--- src/rtl/calc_pkg.sv ---
// rtl/calc_pkg.sv - shared calculator constants and encoder state encoding
package calc_pkg;

    localparam logic [7:0] CHR_MINUS = 8'h2D;
    localparam logic [7:0] CHR_CR    = 8'h0D;
    localparam logic [7:0] CHR_LF    = 8'h0A;
    localparam logic [7:0] CHR_E     = 8'h45;
    localparam logic [7:0] CHR_R     = 8'h52;
    localparam logic [7:0] CHR_0     = 8'h30;
    // 'A' minus 10, so a nibble of 10..15 lands on 'A'..'F'
    localparam logic [7:0] CHR_A_OFS = 8'h37;

    typedef enum logic [2:0] {
        IDLE,
        SIGN,
        DIGIT,
        ERR,
        CR,
        LF
    } enc_state_t;

endpackage

--- src/rtl/result_encoder_if.sv ---
// rtl/result_encoder_if.sv - byte stream from the result encoder to the UART transmitter
interface result_encoder_if;
   logic [7:0] tx_data;
   logic       tx_valid;
   logic       tx_ready;

   modport master (output tx_data, output tx_valid, input tx_ready);
   modport slave  (input tx_data, input tx_valid, output tx_ready);
endinterface

--- src/rtl/hex2ascii.sv ---
// rtl/hex2ascii.sv - one hex nibble to its uppercase ASCII character
module hex2ascii
   import calc_pkg::*;
(
   input  logic [3:0] nib,
   output logic [7:0] chr
);

   assign chr = (nib < 4'd10) ? (CHR_0 + {4'h0, nib}) : (CHR_A_OFS + {4'h0, nib});

endmodule

--- src/rtl/result_encoder.sv ---
// rtl/result_encoder.sv - prints a result as an ASCII hex line (or ERR) over a byte stream
module result_encoder
   import calc_pkg::*;
#(
   parameter int NIBBLES = 8
) (
   input  logic                   clk,
   input  logic                   n_rst,
   input  logic                   start,
   input  logic [4*NIBBLES-1:0]   result,
   input  logic                   signed_mode,
   input  logic                   err,
   output logic                   busy,
   output logic                   done,
   result_encoder_if.master       tx
);

   localparam int W  = 4 * NIBBLES;
   localparam int IW = (NIBBLES > 1) ? $clog2(NIBBLES) : 1;

   enc_state_t    state, state_n;
   logic [W-1:0]  mag, mag_n;
   logic [IW-1:0] idx, idx_n;
   logic [1:0]    cnt, cnt_n;
   logic [7:0]    tx_data_n;
   logic          tx_valid_n, busy_n, done_n;
   logic [W-1:0]  mag_sh;
   logic [7:0]    digit_chr;
   logic          xfer;

   assign xfer = tx.tx_valid && tx.tx_ready;

   function automatic logic [IW-1:0] msn_index(input logic [W-1:0] v);
      msn_index = '0;
      for (int i = 0; i < NIBBLES; i++) begin
         if (v[4*i +: 4] != 4'h0) msn_index = IW'(i);
      end
   endfunction

   always_comb begin
      state_n = state;
      mag_n   = mag;
      idx_n   = idx;
      cnt_n   = cnt;
      done_n  = 1'b0;
      case (state)
         IDLE: begin
            // the done cycle is still IDLE, but a start there is deliberately dropped
            if (start && !done) begin
               mag_n = (signed_mode && result[W-1]) ? (~result + W'(1)) : result;
               idx_n = msn_index(mag_n);
               cnt_n = 2'd0;
               if (err)                              state_n = ERR;
               else if (signed_mode && result[W-1])  state_n = SIGN;
               else                                  state_n = DIGIT;
            end
         end
         SIGN:  if (xfer) state_n = DIGIT;
         DIGIT: begin
            if (xfer) begin
               if (idx == '0) state_n = CR;
               else           idx_n   = idx - IW'(1);
            end
         end
         ERR: begin
            if (xfer) begin
               if (cnt == 2'd2) begin
                  state_n = CR;
                  cnt_n   = 2'd0;
               end else begin
                  cnt_n = cnt + 2'd1;
               end
            end
         end
         CR: if (xfer) state_n = LF;
         LF: begin
            if (xfer) begin
               state_n = IDLE;
               done_n  = 1'b1;
            end
         end
         default: state_n = IDLE;
      endcase
   end

   // the digit path looks at the next-cycle nibble so the byte is ready as the state is entered
   assign mag_sh = mag_n >> {idx_n, 2'b00};

   hex2ascii u_hex2ascii (
      .nib (mag_sh[3:0]),
      .chr (digit_chr)
   );

   always_comb begin
      tx_data_n  = 8'h00;
      tx_valid_n = 1'b1;
      busy_n     = 1'b1;
      case (state_n)
         IDLE: begin
            tx_valid_n = 1'b0;
            busy_n     = 1'b0;
         end
         SIGN:    tx_data_n = CHR_MINUS;
         DIGIT:   tx_data_n = digit_chr;
         ERR:     tx_data_n = (cnt_n == 2'd0) ? CHR_E : CHR_R;
         CR:      tx_data_n = CHR_CR;
         LF:      tx_data_n = CHR_LF;
         default: tx_data_n = 8'h00;
      endcase
   end

   always_ff @(posedge clk or negedge n_rst) begin
      if (!n_rst) begin
         state       <= IDLE;
         mag         <= '0;
         idx         <= '0;
         cnt         <= 2'd0;
         tx.tx_data  <= 8'h00;
         tx.tx_valid <= 1'b0;
         busy        <= 1'b0;
         done        <= 1'b0;
      end else begin
         state       <= state_n;
         mag         <= mag_n;
         idx         <= idx_n;
         cnt         <= cnt_n;
         tx.tx_data  <= tx_data_n;
         tx.tx_valid <= tx_valid_n;
         busy        <= busy_n;
         done        <= done_n;
      end
   end

endmodule

--- src/flat_wrapper.sv ---
// flat-port wrapper written by rule: the top's interface ports become plain ports
module result_encoder_flat import calc_pkg::*;
#(
   parameter int NIBBLES = 8
)
  (clk, n_rst, start, result, signed_mode, err, busy, done, tx_tx_data, tx_tx_valid, tx_tx_ready);
  result_encoder_if tx_i ();
  input  logic clk;
  input  logic n_rst;
  input  logic start;
  input  logic [4*NIBBLES-1:0] result;
  input  logic signed_mode;
  input  logic err;
  output logic busy;
  output logic done;
  output wire logic [$bits(tx_i.tx_data)-1:0] tx_tx_data;
  output wire logic [$bits(tx_i.tx_valid)-1:0] tx_tx_valid;
  input wire logic [$bits(tx_i.tx_ready)-1:0] tx_tx_ready;
  assign tx_tx_data = tx_i.tx_data;
  assign tx_tx_valid = tx_i.tx_valid;
  assign tx_i.tx_ready = tx_tx_ready;
  result_encoder #(.NIBBLES(NIBBLES)) u_core (.clk(clk), .n_rst(n_rst), .start(start), .result(result), .signed_mode(signed_mode), .err(err), .busy(busy), .done(done), .tx(tx_i));
endmodule
--- config.mk ---
export PLATFORM = sky130hd
export DESIGN_NAME = result_encoder_flat
export DESIGN_NICKNAME = d
export VERILOG_FILES = /design/src/rtl/calc_pkg.sv /design/src/rtl/result_encoder_if.sv /design/src/rtl/hex2ascii.sv /design/src/rtl/result_encoder.sv /design/src/flat_wrapper.sv
export SDC_FILE = /design/constraint.sdc
export NUM_CORES = 1
export LEC_CHECK = 0
export CAP_MARGIN = 5
export CORE_MARGIN = 5
export CORE_UTILIZATION = 50
export CTS_CLUSTER_SIZE = 40
export DETAILED_ROUTE_END_ITERATION = 6
export PLACE_DENSITY = 0.73
export RECOVER_POWER = 50
export REMOVE_ABC_BUFFERS = 1
export SLEW_MARGIN = 25
export SYNTH_ARGS = -nofsm -noshare
export SYNTH_HDL_FRONTEND = slang
export SYNTH_HIERARCHICAL = 1
export SYNTH_SLANG_ARGS = --single-unit
--- constraint.sdc ---
create_clock -name clk -period 4.1 [get_ports clk]
set_input_delay 0.82 -clock clk [delete_from_list [all_inputs] [get_ports clk]]
set_output_delay 0.82 -clock clk [all_outputs]
set_load 0.02 [all_outputs]
# After elaboration in Yosys (flattened, before gate mapping)

Cells that the tools add are included.

Register bits after elaboration: 50
Bits in latches: 0
Bits in writable memories: 0
Bits in read-only memories: 0
Input bits: 38
Output and inout bits: 11
Memories kept: 0

$add $sub $neg: 5
Multipliers: 0
Div/mod/pow operators: 0
$lt $le $gt $ge: 1
Equal/unequal tests: 11
Shift operators: 1
Mux-type cells: 35
Bitwise logic cells: 1
Reduce and logical (&&, ||, !) cells: 15

Operator list:

| cell                    | count |
|---|---|
| $mux W32                | 3 |
| $mux W3                 | 16 |
| $pmux W8 S5             | 1 |
| $add A32 B1 Y32 const B | 1 |
| $not A32 Y32            | 1 |
| $shr A32 B5 Y4          | 1 |
| $reduce_bool A4 Y1      | 7 |
| $pmux W3 S6             | 1 |
| $add A6 B4 Y7 const A   | 2 |
| $eq A3 B2 Y1 const B    | 4 |
| $eq A3 B3 Y1 const B    | 4 |
| $mux W2                 | 6 |
| $logic_not A3 Y1        | 3 |
| $mux W7                 | 1 |
| $eq A3 B1 Y1 const B    | 2 |
| $pmux W3 S2             | 1 |
| $mux W5                 | 1 |
| $lt A4 B4 Y1 const B    | 1 |
| $mux W1                 | 4 |
| $pmux W2 S2             | 1 |
| $logic_and A1 B1 Y1     | 3 |
| $sub A3 B1 Y3 const B   | 1 |
| $add A2 B1 Y2 const B   | 1 |
| $eq A2 B2 Y1 const B    | 1 |
| 2 further kinds         | 2 |

# Longest topological paths before layout

Word-level depth: 17
Gate-level depth with buffers: 19
Depth with buffers taken out: 18

# By module

Netlist, hierarchy kept.

By module, submodules not included:

| module         | times used | cells an instance | area an instance (sq um) |
|---|---|---|---|
| result_encoder | 1          | 481               | 3838.7 |
| hex2ascii      | 1          | 16                | 105.1 |

# Least setup slack after synthesis

OpenSTA, ideal clock, no wires.

Path type: input to register
From: in result[0]
To: reg u_core.tx.tx_data[2]
Arrival time: 4.614 ns
Required time: 3.975 ns
Setup slack: -0.639 ns
Stages on the path: 18
Path buffers: 1
Path through: inv_1 -> ha_1 -> or4b_1 -> buf_2 -> o41ai_1 -> a211oi_1 -> or3b_1 -> o211a_1 -> o31ai_4 -> inv_4 -> and4_1 -> nor4_1 -> inv_1 -> ha_1 -> nand2_2 -> mux2_1 -> nand2_1 -> nand2_1

Word-level cells in the longest chain between the ends: 17

RTL lines:

| item                                          | line                   | text |
|---|---|---|
| from (decl)                                   | flat_wrapper.sv:11     | `input logic [4*NIBBLES-1:0] result;` |
| $not A32 Y32 (*)                              | result_encoder.sv:50   | `mag_n = (signed_mode && result[W-1]) ? (~result + W'(1)) : result;` |
| $add A32 B1 Y32 (*)                           | result_encoder.sv:50   |  |
| $mux W32 (*)                                  | result_encoder.sv:50   |  |
| $reduce_bool A4 Y1                            | result_encoder.sv:36   | `if (v[4*i +: 4] != 4'h0) msn_index = IW'(i);` |
| $mux W1                                       | result_encoder.sv:36   |  |
| $mux W2 (2 in a row)                          | result_encoder.sv:36   |  |
| $mux W3 (3 in a row)                          | result_encoder.sv:36   |  |
| $mux W3 (*)                                   | result_encoder.sv:36   |  |
| (+2 left out)                                 | --                     |  |
| net u_core.idx_n[0]                           | result_encoder.sv:23   | `logic [IW-1:0] idx, idx_n;` |
| $shr A32 B5 Y4 (*)                            | result_encoder.sv:87   | `assign mag_sh = mag_n >> {idx_n, 2'b00};` |
| net u_core.mag_sh[1]                          | result_encoder.sv:27   | `logic [W-1:0] mag_sh;` |
| $add A6 B4 Y7 or $lt A4 B4 Y1 (tied branches) | hex2ascii.sv:9         | `assign chr = (nib < 4'd10) ? (CHR_0 + {4'h0, nib}) : (CHR_A_OFS + {4'h0, nib});` |
| $mux W7 (*)                                   | hex2ascii.sv:9         |  |
| net u_core.digit_chr[2]                       | result_encoder.sv:28   | `logic [7:0] digit_chr;` |
| $pmux W8 S5 (*)                               | result_encoder.sv:98   | `case (state_n)` |
| net u_core.tx_data_n[2]                       | result_encoder.sv:25   | `logic [7:0] tx_data_n;` |
| to (signal assigned)                          | result_encoder.sv:127  | `tx.tx_data <= tx_data_n;` |
| to (decl)                                     | result_encoder_if.sv:7 | `modport master (output tx_data, output tx_valid, input tx_ready);` |

The timed path passes the listed nets; every way through them passes the cells marked *.

# Worst setup path in the final report

From: in result[2]
To: reg u_core.tx.tx_data[5]

RTL lines:

| item                                          | line                 | text |
|---|---|---|
| $not A32 Y32 (*)                              | result_encoder.sv:50 |  |
| $add A32 B1 Y32 (*)                           | result_encoder.sv:50 |  |
| $mux W32 (*)                                  | result_encoder.sv:50 |  |
| $mux W32 (*)                                  | result_encoder.sv:49 | `if (start && !done) begin` |
| $mux W32 (*)                                  | result_encoder.sv:46 | `case (state)` |
| net u_core.mag_n[30]                          | result_encoder.sv:22 | `logic [W-1:0] mag, mag_n;` |
| $shr A32 B5 Y4 (*)                            | result_encoder.sv:87 |  |
| net u_core.mag_sh[2]                          | result_encoder.sv:27 |  |
| $add A6 B4 Y7 or $lt A4 B4 Y1 (tied branches) | hex2ascii.sv:9       |  |
| $mux W7 (*)                                   | hex2ascii.sv:9       |  |
| net u_core.digit_chr[5]                       | result_encoder.sv:28 |  |
| $pmux W8 S5 (*)                               | result_encoder.sv:98 |  |
| net u_core.tx_data_n[5]                       | result_encoder.sv:25 |  |

Marks and branches as above.

==> results.md <==
* Status: complete, but fails checks
* Failing checks: max-capacitance violations, max-slew violations, negative setup slack
* Die Y-Extent at 98.8 µm
* CTS tree: done
* Max-slew headroom at -79.1%
* WL/cell at 21.1 µm
* GRT Overall Usage at 31.6%
* Max-Cap Viols at 1
* Area after DPL at 0.00531 mm²
* Layout Nets at 732
* Area leader, netlist: dfrtp_1
* Final min period at 4.61 ns
* EDFF count, synth at 0
* Crit share post-route at 112%
* Post-synth ARST share at 100%
* Pleak at roughly 2.8 nW
* Most common cell after layout, fill and taps aside: buf_4
* Initial core utilization at about 50%
* First-pass GRT wire length at 25.0 mm
* Share of cells above drive strength 1 at 39.1%
* Worst reg2reg path startpoint: u_core/state[0]$_DFF_PN0_
* CP Cell Sequence: clkdlybuf4s15_2 > nor3_4 > buf_4 > nand4_1 > buf_4 > buf_4 > buf_4 > buf_4 > buf_4 > buf_4 > buf_4 > o31ai_1 > xor2_1 > o21ai_1 > a2111oi_2 > nor4_2 > buf_4 > o21ai_1 > buf_4 > a22o_1
* Crit-path most repeated cell: buf_4
* Primary FF master, synth: dfrtp_1
* Most frequent cells in the layout: 159 x buf_4, 67 x nand2_1, 50 x dfrtp_1
* Die area at just under 0.01 mm²
* DR iter-0 viols at 563
* Crit path max fanout at 6
* Die X at between 90 and 100 µm
* Vias in the first global route at 4840
* Port bufs at 48
* ANT nets after route at 0
* CTS Buffer Depth at 2
* Crit path launch type: input pin
* Clock sink count at 50
* Post-route worst hold slack at 0.479 ns
* Clock transition at path regs at about 0.090 ns
* Syn Area/Cell at about 7.9 µm²
* Via density per instance at 6.35
* Seq/Total Area, Yosys at 31.7%
* Top post-synthesis cells by area: dfrtp_1 32%, o21ai_0 6.5%, nand2_1 6.5%, xnor2_1 4.0%, nor2_1 3.2%
* Ports at between 40 and 50
* WL final at roughly 17 mm
* P per Cell Area at 696 mW/mm²
* GPL Wtd Cong at 0.945
* Mapped Area at 0.00394 mm²
* Skew final at 0.00757 ns
* Total CTS buffers at 5
* Total gr overflow at 0
* Critical Path RT at 4.29 ns
* Critical Path AT at 4.80 ns
* Maximum number of pins on one net before global-route repair at slightly above 50
* Hold_buf cts at 0
* Hold WC Path Type: register to register
* Routed vias at between 5000 and 6000
* HPWL Detailed at 10.0 mm
* Area Overhead vs Synth at 61.1%
* Yosys warns at 6
* Core footprint at 0.00769 mm²
* Final hold vios at 0
* Final Power at 4.42 mW
* Rows at 32
* Worst setup margin at -0.510 ns
* DRC Markers at 0
* Top delay family on crit path: buffers and inverters
* Final instance area at between 0.006 and 0.007 mm²
* Util after Layout at 82.6%
* CP peak stage delay at 0.39 ns
* Yosys cell types at 71
* RSZ-0062 raised after global routing: yes
* Critical-path top delay cell: nor4_2
* Post-Syn Instances at 497
* Final setup vio count at 7
* Worst skew pair latency at 0.30 ns
* Crit. Startpoint: result[2]
* Yosys reg bits at 50
* CTS Root Cell: clkbuf_8
* WP buf/inv at 11
* Worst setup path class: input pin to register
* Pins Over Slew Limit at just over 50
* H-Tree Depth at 2
* Initial antenna violation count at 0
* HP Start: u_core/mag[22]$_DFF_PN0_
* Share of the synthesized area in the top cell type at 31.7%
* Max IR drop VDD at 0.000486 V
* Antenna diodes at 0
* Fmax at 217 MHz
* Worst-Margin Slew at 2.69 ns
* Pre-CTS WS at -0.962 ns
* DRT Pass-1 Iters at 5
* Critical path capture point type: register
flip-flops by register name (all words and copies together) (netlist names):
name,count
u_core/done,1
u_core/busy,1
u_core/tx.tx_data,8
u_core/state,3
u_core/idx,3
u_core/mag,32
u_core/cnt,2
repair_timing:
item                       4_1_cts  5_1_grt
buffers inserted                48        7
pin swaps                       50       18
setup endpoints to repair        7        7
gates cloned                     0        0
gates resized for setup        171       18
worst paths after layout:
path	slack, ns	depth (start not counted)	endpoint
setup / recovery	-0.51	20	u_core/tx.tx_data[5]$_DFF_PN0_
hold / removal	0.48	2	u_core/mag[22]$_DFF_PN0_
setup reg to reg	0.52	15	u_core/tx.tx_data[2]$_DFF_PN0_
hold reg to reg	0.48	2	u_core/mag[22]$_DFF_PN0_
max in group asynchronous	1.22	1	u_core/tx.tx_data[2]$_DFF_PN0_
min in group asynchronous	1.35	1	u_core/mag[3]$_DFF_PN0_
through the flow:
| stage | instances | setup TNS (ns) |
|---|---|---|
| 4_1_cts | 786 | -0.0211 |
| 3_5_place_dp | 730 | -6.07 |
| 3_3_place_gp | 730 | -6.23 |
| 6_report | 793 | -3.02 |
| 5_1_grt | 793 | -3.55 |
| 2_1_floorplan | 460 | -4.11 |
cell families (layout without fill, tap and decap cells):
kind of cell               Yosys count  in the layout  synth area share [%]
other                                1              1                0.0951
muxes                                5              5                  1.33
xor gates and xnor gates            30             30                  6.66
buffers and inverters               49            243                  5.33
DFF                                 50             50                  31.7
and+or+nand+nor                    228            228                  30.9
adders and majority gates            4              4                  1.27
AOI/OAI and AO/OA                  130            130                  22.7
power breakdown:
part	internal (mW)	switching (mW)	total [mW]	leakage [nW]
clock network	0.183	0.166	0.349	0.0524
logic	1.47	1.76	3.23	2.11
registers	0.725	0.114	0.840	0.624
area by class of cell:
| cell class | instances | area [µm²] |
|---|---|---|
| inverters | 12 | 55.1 |
| repair buffers | 223 | 1830 |
| well taps | 102 | 128 |
| clock buffers | 7 | 76.3 |
| flip-flops and latches | 50 | 1250 |
| fillers | 460 | 1340 |
| clock inverters | 1 | 30.0 |
| multi-input cells | 398 | 2980 |
cells in the mapped netlist, drive strengths merged, types with 6 or more instances:
cell	instances
nand4	9
xnor2	18
nor2b	6
o21ai	55
clkbuf	25
nor3	16
a2111oi	8
a21oi	16
xor2	12
buf	12
o31ai	6
inv	12
nand2	69
a31oi	6
dfrtp	50
nor2	35
and4	12
o41ai	7
and3	12
nor4	12
or3	12
nand3	23
tightest hold or removal path, stage by stage (launching register included):
cell     delay (ns)
dfrtp_1        0.33
nand2_1        0.04
nand2_1        0.07
metal layers:
layer / vias to the layer above / part of all wire, % / track usage [%]
met2: 378 / 46 / 52.7
met3: 117 / 9.5 / 3.89
met1: 2333 / 38 / 41.7
met4: 0 / 6.5 / 12.6
met5: - / 0 / 0
li1: 2210 / - / -
No activity file was read; power rests on OpenSTA's default activity.
